File: src/rtl/video_timing_gen.sv
// Raster timing generator: prescaled pixel tick drives h/v counters, syncs, visible and strobes.
// Outputs are registered from next-state counter values (0 latency skew); en=0 freezes all state.
module video_timing_gen #(
  parameter int H_VISIBLE = 200,
  parameter int H_FRONT   = 10,
  parameter int H_SYNC    = 32,
  parameter int H_BACK    = 22,
  parameter int V_VISIBLE = 600,
  parameter int V_FRONT   = 1,
  parameter int V_SYNC    = 4,
  parameter int V_BACK    = 23,
  parameter int H_W       = 9,
  parameter int V_W       = 10,
  parameter int SYNC_POL  = 0,
  parameter int CLK_DIV   = 1
) (
  input  logic           clk,
  input  logic           rstN,
  input  logic           en,
  output logic [H_W-1:0] hCount,
  output logic [V_W-1:0] vCount,
  output logic           hSync,
  output logic           vSync,
  output logic           visible,
  output logic           pixTick,
  output logic           lineStart,
  output logic           frameStart
);

  localparam int   H_TOTAL  = H_VISIBLE + H_FRONT + H_SYNC + H_BACK;
  localparam int   V_TOTAL  = V_VISIBLE + V_FRONT + V_SYNC + V_BACK;
  localparam int   HS_START = H_VISIBLE + H_FRONT;
  localparam int   HS_END   = HS_START + H_SYNC - 1;
  localparam int   VS_START = V_VISIBLE + V_FRONT;
  localparam int   VS_END   = VS_START + V_SYNC - 1;
  localparam int   PW       = (CLK_DIV > 1) ? $clog2(CLK_DIV) : 1;
  localparam logic SYNC_ACT = (SYNC_POL != 0);

  if (H_TOTAL > (2 ** H_W)) begin : g_bad_h_w
    $error("H_TOTAL does not fit in H_W bits");
  end
  if (V_TOTAL > (2 ** V_W)) begin : g_bad_v_w
    $error("V_TOTAL does not fit in V_W bits");
  end
  if (CLK_DIV < 1) begin : g_bad_div
    $error("CLK_DIV must be at least 1");
  end

  logic [PW-1:0]  presc;
  logic           tick;
  logic           h_last;
  logic           v_last;
  logic [H_W-1:0] h_nxt;
  logic [V_W-1:0] v_nxt;
  logic           hs_act;
  logic           vs_act;
  logic           vis_nxt;

  // Decode everything from the post-tick counter values so outputs line up with the counters.
  always_comb begin
    tick   = en && (presc == PW'(CLK_DIV - 1));
    h_last = (hCount == H_W'(H_TOTAL - 1));
    v_last = (vCount == V_W'(V_TOTAL - 1));
    h_nxt  = h_last ? '0 : hCount + 1'b1;
    v_nxt  = vCount;
    if (h_last) begin
      v_nxt = v_last ? '0 : vCount + 1'b1;
    end
    hs_act  = (h_nxt >= H_W'(HS_START)) && (h_nxt <= H_W'(HS_END));
    vs_act  = (v_nxt >= V_W'(VS_START)) && (v_nxt <= V_W'(VS_END));
    vis_nxt = (h_nxt < H_W'(H_VISIBLE)) && (v_nxt < V_W'(V_VISIBLE));
  end

  always_ff @(posedge clk or negedge rstN) begin
    if (!rstN) begin
      presc      <= '0;
      hCount     <= '0;
      vCount     <= '0;
      hSync      <= ~SYNC_ACT;
      vSync      <= ~SYNC_ACT;
      visible    <= 1'b1;
      pixTick    <= 1'b0;
      lineStart  <= 1'b0;
      frameStart <= 1'b0;
    end else begin
      pixTick    <= tick;
      lineStart  <= tick && h_last;
      frameStart <= tick && h_last && v_last;
      if (en) begin
        presc <= tick ? '0 : presc + 1'b1;
      end
      if (tick) begin
        hCount  <= h_nxt;
        vCount  <= v_nxt;
        hSync   <= SYNC_ACT ? hs_act : ~hs_act;
        vSync   <= SYNC_ACT ? vs_act : ~vs_act;
        visible <= vis_nxt;
      end
    end
  end

endmodule

File: config.mk
export PLATFORM = sky130hd
export DESIGN_NAME = video_timing_gen
export DESIGN_NICKNAME = d
export VERILOG_FILES = /design/src/rtl/video_timing_gen.sv
export SDC_FILE = /design/constraint.sdc
export NUM_CORES = 1
export LEC_CHECK = 0
export ABC_AREA = 1
export CORE_MARGIN = 3
export CORE_UTILIZATION = 48
export DETAILED_ROUTE_END_ITERATION = 12
export MAX_ROUTING_LAYER = met4
export PLACE_DENSITY = 0.76
export SYNTH_ARGS = -nofsm -noshare
export SYNTH_HDL_FRONTEND = slang
export SYNTH_SLANG_ARGS = --single-unit
File: constraint.sdc
create_clock -name clk -period 1.5 [get_ports clk]
set_input_delay 0.3 -clock clk [delete_from_list [all_inputs] [get_ports clk]]
set_output_delay 0.3 -clock clk [all_outputs]
set_load 0.01 [all_outputs]
Word-level counts from Yosys, hierarchy flattened:

Cells that the tools add are included.

* bits in registers: 26
* input bits: 3
* output and inout port bits: 25
* logic and storage cells: 33

* $add $sub $neg: 3
* order comparisons: 6
* equal/unequal tests: 2
* mux-type cells: 4
* bitwise logic cells: 3
* reduce and logical (&&, ||, !) cells: 6

Operators by type and width (count)
* 10-bit 2-to-1 mux: 2
* 10-bit by 1-bit adder with 10-bit output, second input constant: 1
* 10-bit equality test, second input constant: 1
* 10-bit >= comparator, second input constant: 1
* 10-bit <= comparator, second input constant: 1
* 10-bit less-than comparator, second input constant: 1
* 9-bit by 1-bit adder with 9-bit output, second input constant: 1
* 9-bit equality test, second input constant: 1
* 9-bit by 8-bit >= comparator with 1-bit output, second input constant: 1
* 9-bit by 8-bit <= comparator with 1-bit output, second input constant: 1
* 9-bit by 8-bit less-than comparator with 1-bit output, second input constant: 1
* 9-bit 2-to-1 mux: 1
* 1-bit logical AND: 6
* 1-bit inverter: 3
* 1-bit adder, second input constant: 1
* 1-bit 2-to-1 mux: 1

Depth between registers and ports, before layout:

* depth after elaboration: 6
* depth in mapped cells: 15
* mapped depth without buffers: 14

Least setup slack after synthesis:

Ideal clock, no wire load.

* path type: register to register
* start: register hCount[0]
* end: register vSync
* library setup time: 0.072 ns
* arrival: 1.576 ns
* data required time: 1.428 ns
* slack: -0.149 ns
* cell stages (with the launch flop): 15
* buffers on the path: 1
* clock period less this slack: 1.649 ns
* path through: dfrtp_1 > ha_1 > nand2_2 > clkinv_2 > nand2_2 > nor2_4 > buf_8 > nand2_1 > nand2_1 > nor2_2 > nand2_1 > nor2_1 > nand3_1 > nand2_1 > inv_1

* cells in the longest elaborated chain, start to end: 5
* elaborated cells between the ends (all ways): 6
* classes of those cells: 2 x order compare; 1 x eq/ne; 1 x mux; 1 x bitwise; 1 x reduce/logical

RTL lines
* start: declaration: line 20 `output logic [H_W-1:0] hCount,`
* start signal: assignment: line 93 `hCount <= h_nxt;`
* 9-bit equality test (*): line 62 `h_last = (hCount == H_W'(H_TOTAL - 1));`
* 10-bit 2-to-1 mux (*): line 66 `if (h_last) begin`
* 10-bit >= comparator / 10-bit <= comparator (equally long branches): line 70 `vs_act = (v_nxt >= V_W'(VS_START)) && (v_nxt <= V_W'(VS_END));`
* 1-bit logical AND (*): line 70
* 1-bit inverter (*): line 96 `vSync <= SYNC_ACT ? vs_act : ~vs_act;`
* end signal: assignment: line 80 `vSync <= ~SYNC_ACT;`
* end signal: assignment: line 96
* end: declaration: line 23 `output logic vSync,`

Every way passes the cells marked *; elsewhere a longest branch is shown, timed or not.
A chain may end at the register's enable or synchronous reset.

Final worst setup path:

Same ends and word-level chain as after synthesis.

==> impl_metrics.toml <==
[floorplanning]
fp.dieArea_um2 = 4436
die_h_um = 66.61
rows = 21
core_area_um2 = 3442
die_w_um = 66.61
io_pins = 28
start_util = 0.5122

[worst_setup_path]
path_common_cell = "nand2_1"
r2r-end = "vSync"
crit_family = "simple AND/OR/NAND/NOR gates"
arrival_ns = 2.25
cp-endpoint = "vSync"
crit_fanout = 3
critPathKind = "flop to flop"
crit_start = "hCount[0]"
cp_slowest_cell = "dfrtp_1"
worst_setup_path_start_kind = "flop"
cp_data_required_time_ns = 1.74
path_cells = "ha_4 > nand2_4 > nor2_2 > buf_4 > nand3_1 > nand2_1 > nand2_2 > nor2_1 > nand2_1 > nor2_1 > nand3_1 > nand2_1 > inv_1"
end_kind = "flop"
max_stage_delay_ns = 0.43
crit_buf_inv = 2
cp.depth = 13
r2r_cells = 13
r2r_start = "hCount[0]"
rrSetupSlack_ns = -0.52

[clock_network]
htreeDepth = 1
clk_latency_ns = 0.29
cts_buffer_depth = 2
cts_root_buf = "clkbuf_8"
cts_sinks = 26
cts_tree = "done"
clk_pin_slew_ns = 0.11
holdBufCountCts = 0
numCtsBuffers = 3

[yosys]
synth_area_um2 = 1763
yosys-top-cells-area = "dfrtp_1 (33%), nand2_1 (16%), nand3_1 (8.5%)"
async_reset_ff_frac = 1.000
yosys-top-cells-count = "nand2_1 (74), nor2_1 (35), inv_1 (31), nand3_1 (30), dfrtp_1 (23)"
yosysSeqAreaShare = 0.3712
synth.top_cell.area_share = 0.3265
avgSynthCellArea_um2 = 6.653
yosysMostFrequentCell = "nand2_1"
ys_ff_latch = 26
synth_edf_count = 0
synth.distinct_cells = 27
yosys_most_used_dff = "dfrtp_1"
postSynthCellCount = 265
syn-num-nets = 270
yosysWarnings = 0
synth_area_leader_cell = "dfrtp_1"

[finish]
drive_gt1_frac = 0.4489
layoutNonFillerInstCount = 419
fin_util = 0.9149
nNetsFinal = 378
n_fill_cell = 141
syn_to_final_growth_pct = 78.64

[power_and_ir_drop]
power_leakage_nw = 1.526
p_per_area_nw_per_um2 = 1460
ir_drop_mv = 1.114

[timing]
post-route-min-period_ns = 2.016
rsz0062_at_grt = "true"
max-slew-margin-rel = 0.7464
clock_skew_ns = 0.02099
period_share = 1.344
hold_viol = 0
setup_violations = 25
fin_ws_ns = -0.5165
timing.fmax_mhz = 495.9
tightest_slew_ns = 0.3764
final_max_slew_viol_count = 0

[drt]
dr.pass1.iters = 6
vias = 2589
drc = 0
routedWlPerCell_um = 21.00
drt-total-wl_um = 8799
via_per_inst = 6.179
drt_first_iter_violations = 340
ant_nets = 0

[outcome]
outcome = "finished, violations left"
failed_checks = "setup timing"

[grt]
grt_pass1_vias = 2071
grt_pass1_wl_um = 9259
grt.total_usage = 0.2801
antenna_found_initial = 1
grt_max_degree = 27
grt.overflow.total = 0

[hold_path]
hp-class = "input port to asynchronous set/reset pin"

[placement]
portBuffers = 27
dpl.hpwl_um = 4005
gp_congestion = 1.007
dp_cells = 392

[job]
cap_viol_max_count = 0
## flip-flops by register name (all words and copies together) (netlist names)
name,count
visible,1
presc,1
frameStart,1
hSync,1
lineStart,1
pixTick,1
hCount,9
vSync,1
vCount,10
## placed cells by master (no fill, tap or decap), types with 3 or more instances in the layout
master / synthesis / final
buf_4: 2 / 68
nand2_1: 74 / 62
inv_1: 31 / 29
nor2_1: 35 / 25
dfrtp_1: 23 / 22
dlygate4sd2_1: 0 / 20
nand3_1: 30 / 15
buf_6: 1 / 12
nand3_2: 0 / 11
nand2_4: 2 / 9
nor2_2: 5 / 8
nand2_2: 4 / 8
nor2_4: 1 / 8
o21ai_2: 0 / 7
nand4_1: 7 / 7
o21ai_0: 20 / 7
o21ai_1: 0 / 5
clkdlybuf4s50_1: 0 / 5
nand3_4: 0 / 4
clkbuf_8: 0 / 4
inv_2: 2 / 3
o22ai_2: 0 / 3
dfstp_2: 3 / 3
buf_12: 0 / 3
## final cells by class
| type | count | area, um^2 | area share |
|---|---|---|---|
| diodes | 1 | 2.502 | 0.0007946 |
| clock buffers | 4 | 55.05 | 0.01748 |
| inverters | 34 | 132.6 | 0.04211 |
| multi-input cells | 197 | 1280 | 0.4064 |
| flip-flops and latches | 26 | 655.6 | 0.2082 |
| well taps | 46 | 57.56 | 0.01828 |
| repair buffers | 111 | 965.9 | 0.3067 |
## worst min-delay path by stage
stage / start / to / slack (ns) / cells past startpoint
3_5_place_dp: presc / presc / 0.47 / 2
5_1_grt: rstN / vCount[4] / 0.36 / 2
3_3_place_gp: presc / presc / 0.47 / 2
4_1_cts: rstN / lineStart / 0.39 / 2
6_report: rstN / vCount[4] / 0.36 / 2
2_1_floorplan: rstN / frameStart / 0.004 / 0
## logic make-up after synthesis
logic type / Yosys count / share of synthesized area
simple gates: 163 / 0.4081
fa+ha+maj: 2 / 0.01419
compound gates: 31 / 0.09653
xor+xnor: 1 / 0.004969
flops: 26 / 0.3712
buf+inv: 42 / 0.1050
## layer usage
metal  global-route usage  routed length (um)
met1               0.3347                3014
met2               0.4938                4061
met3              0.03035                 863
met4              0.08629                 860
met5                    -                   0
## per-stage QoR
stage / instance area, um^2 / setup slack [ns] / TNS [ns] / total power, mW / hold WS (ns)
global placement: 2527 / -0.1995 / -1.037 / 3.154 / 0.4697
global route: 3149 / -0.6135 / -5.506 / 4.798 / 0.3553
detailed placement: 2527 / -0.2373 / -1.330 / 3.197 / 0.4744
finish: 3149 / -0.5165 / -4.556 / 4.598 / 0.3614
CTS: 2718 / -0.2345 / -1.220 / 3.727 / 0.3920
floorplan: 1765 / -0.1385 / -0.2954 / 2.026 / 0.004409
## report_power, final
part	switching [mW]	internal [mW]
combinational	1.63	1.41
clock	0.260	0.236
sequential	0.195	0.873
## repair_timing
| action | in CTS | in global routing |
|---|---|---|
| pin swaps | 6 | 31 |
| resized for setup | 50 | 84 |
| endpoints found under the setup margin | 38 | 22 |
| cloned | 0 | 1 |
| buffers inserted | 11 | 13 |
(Power assumes the default switching activity.)
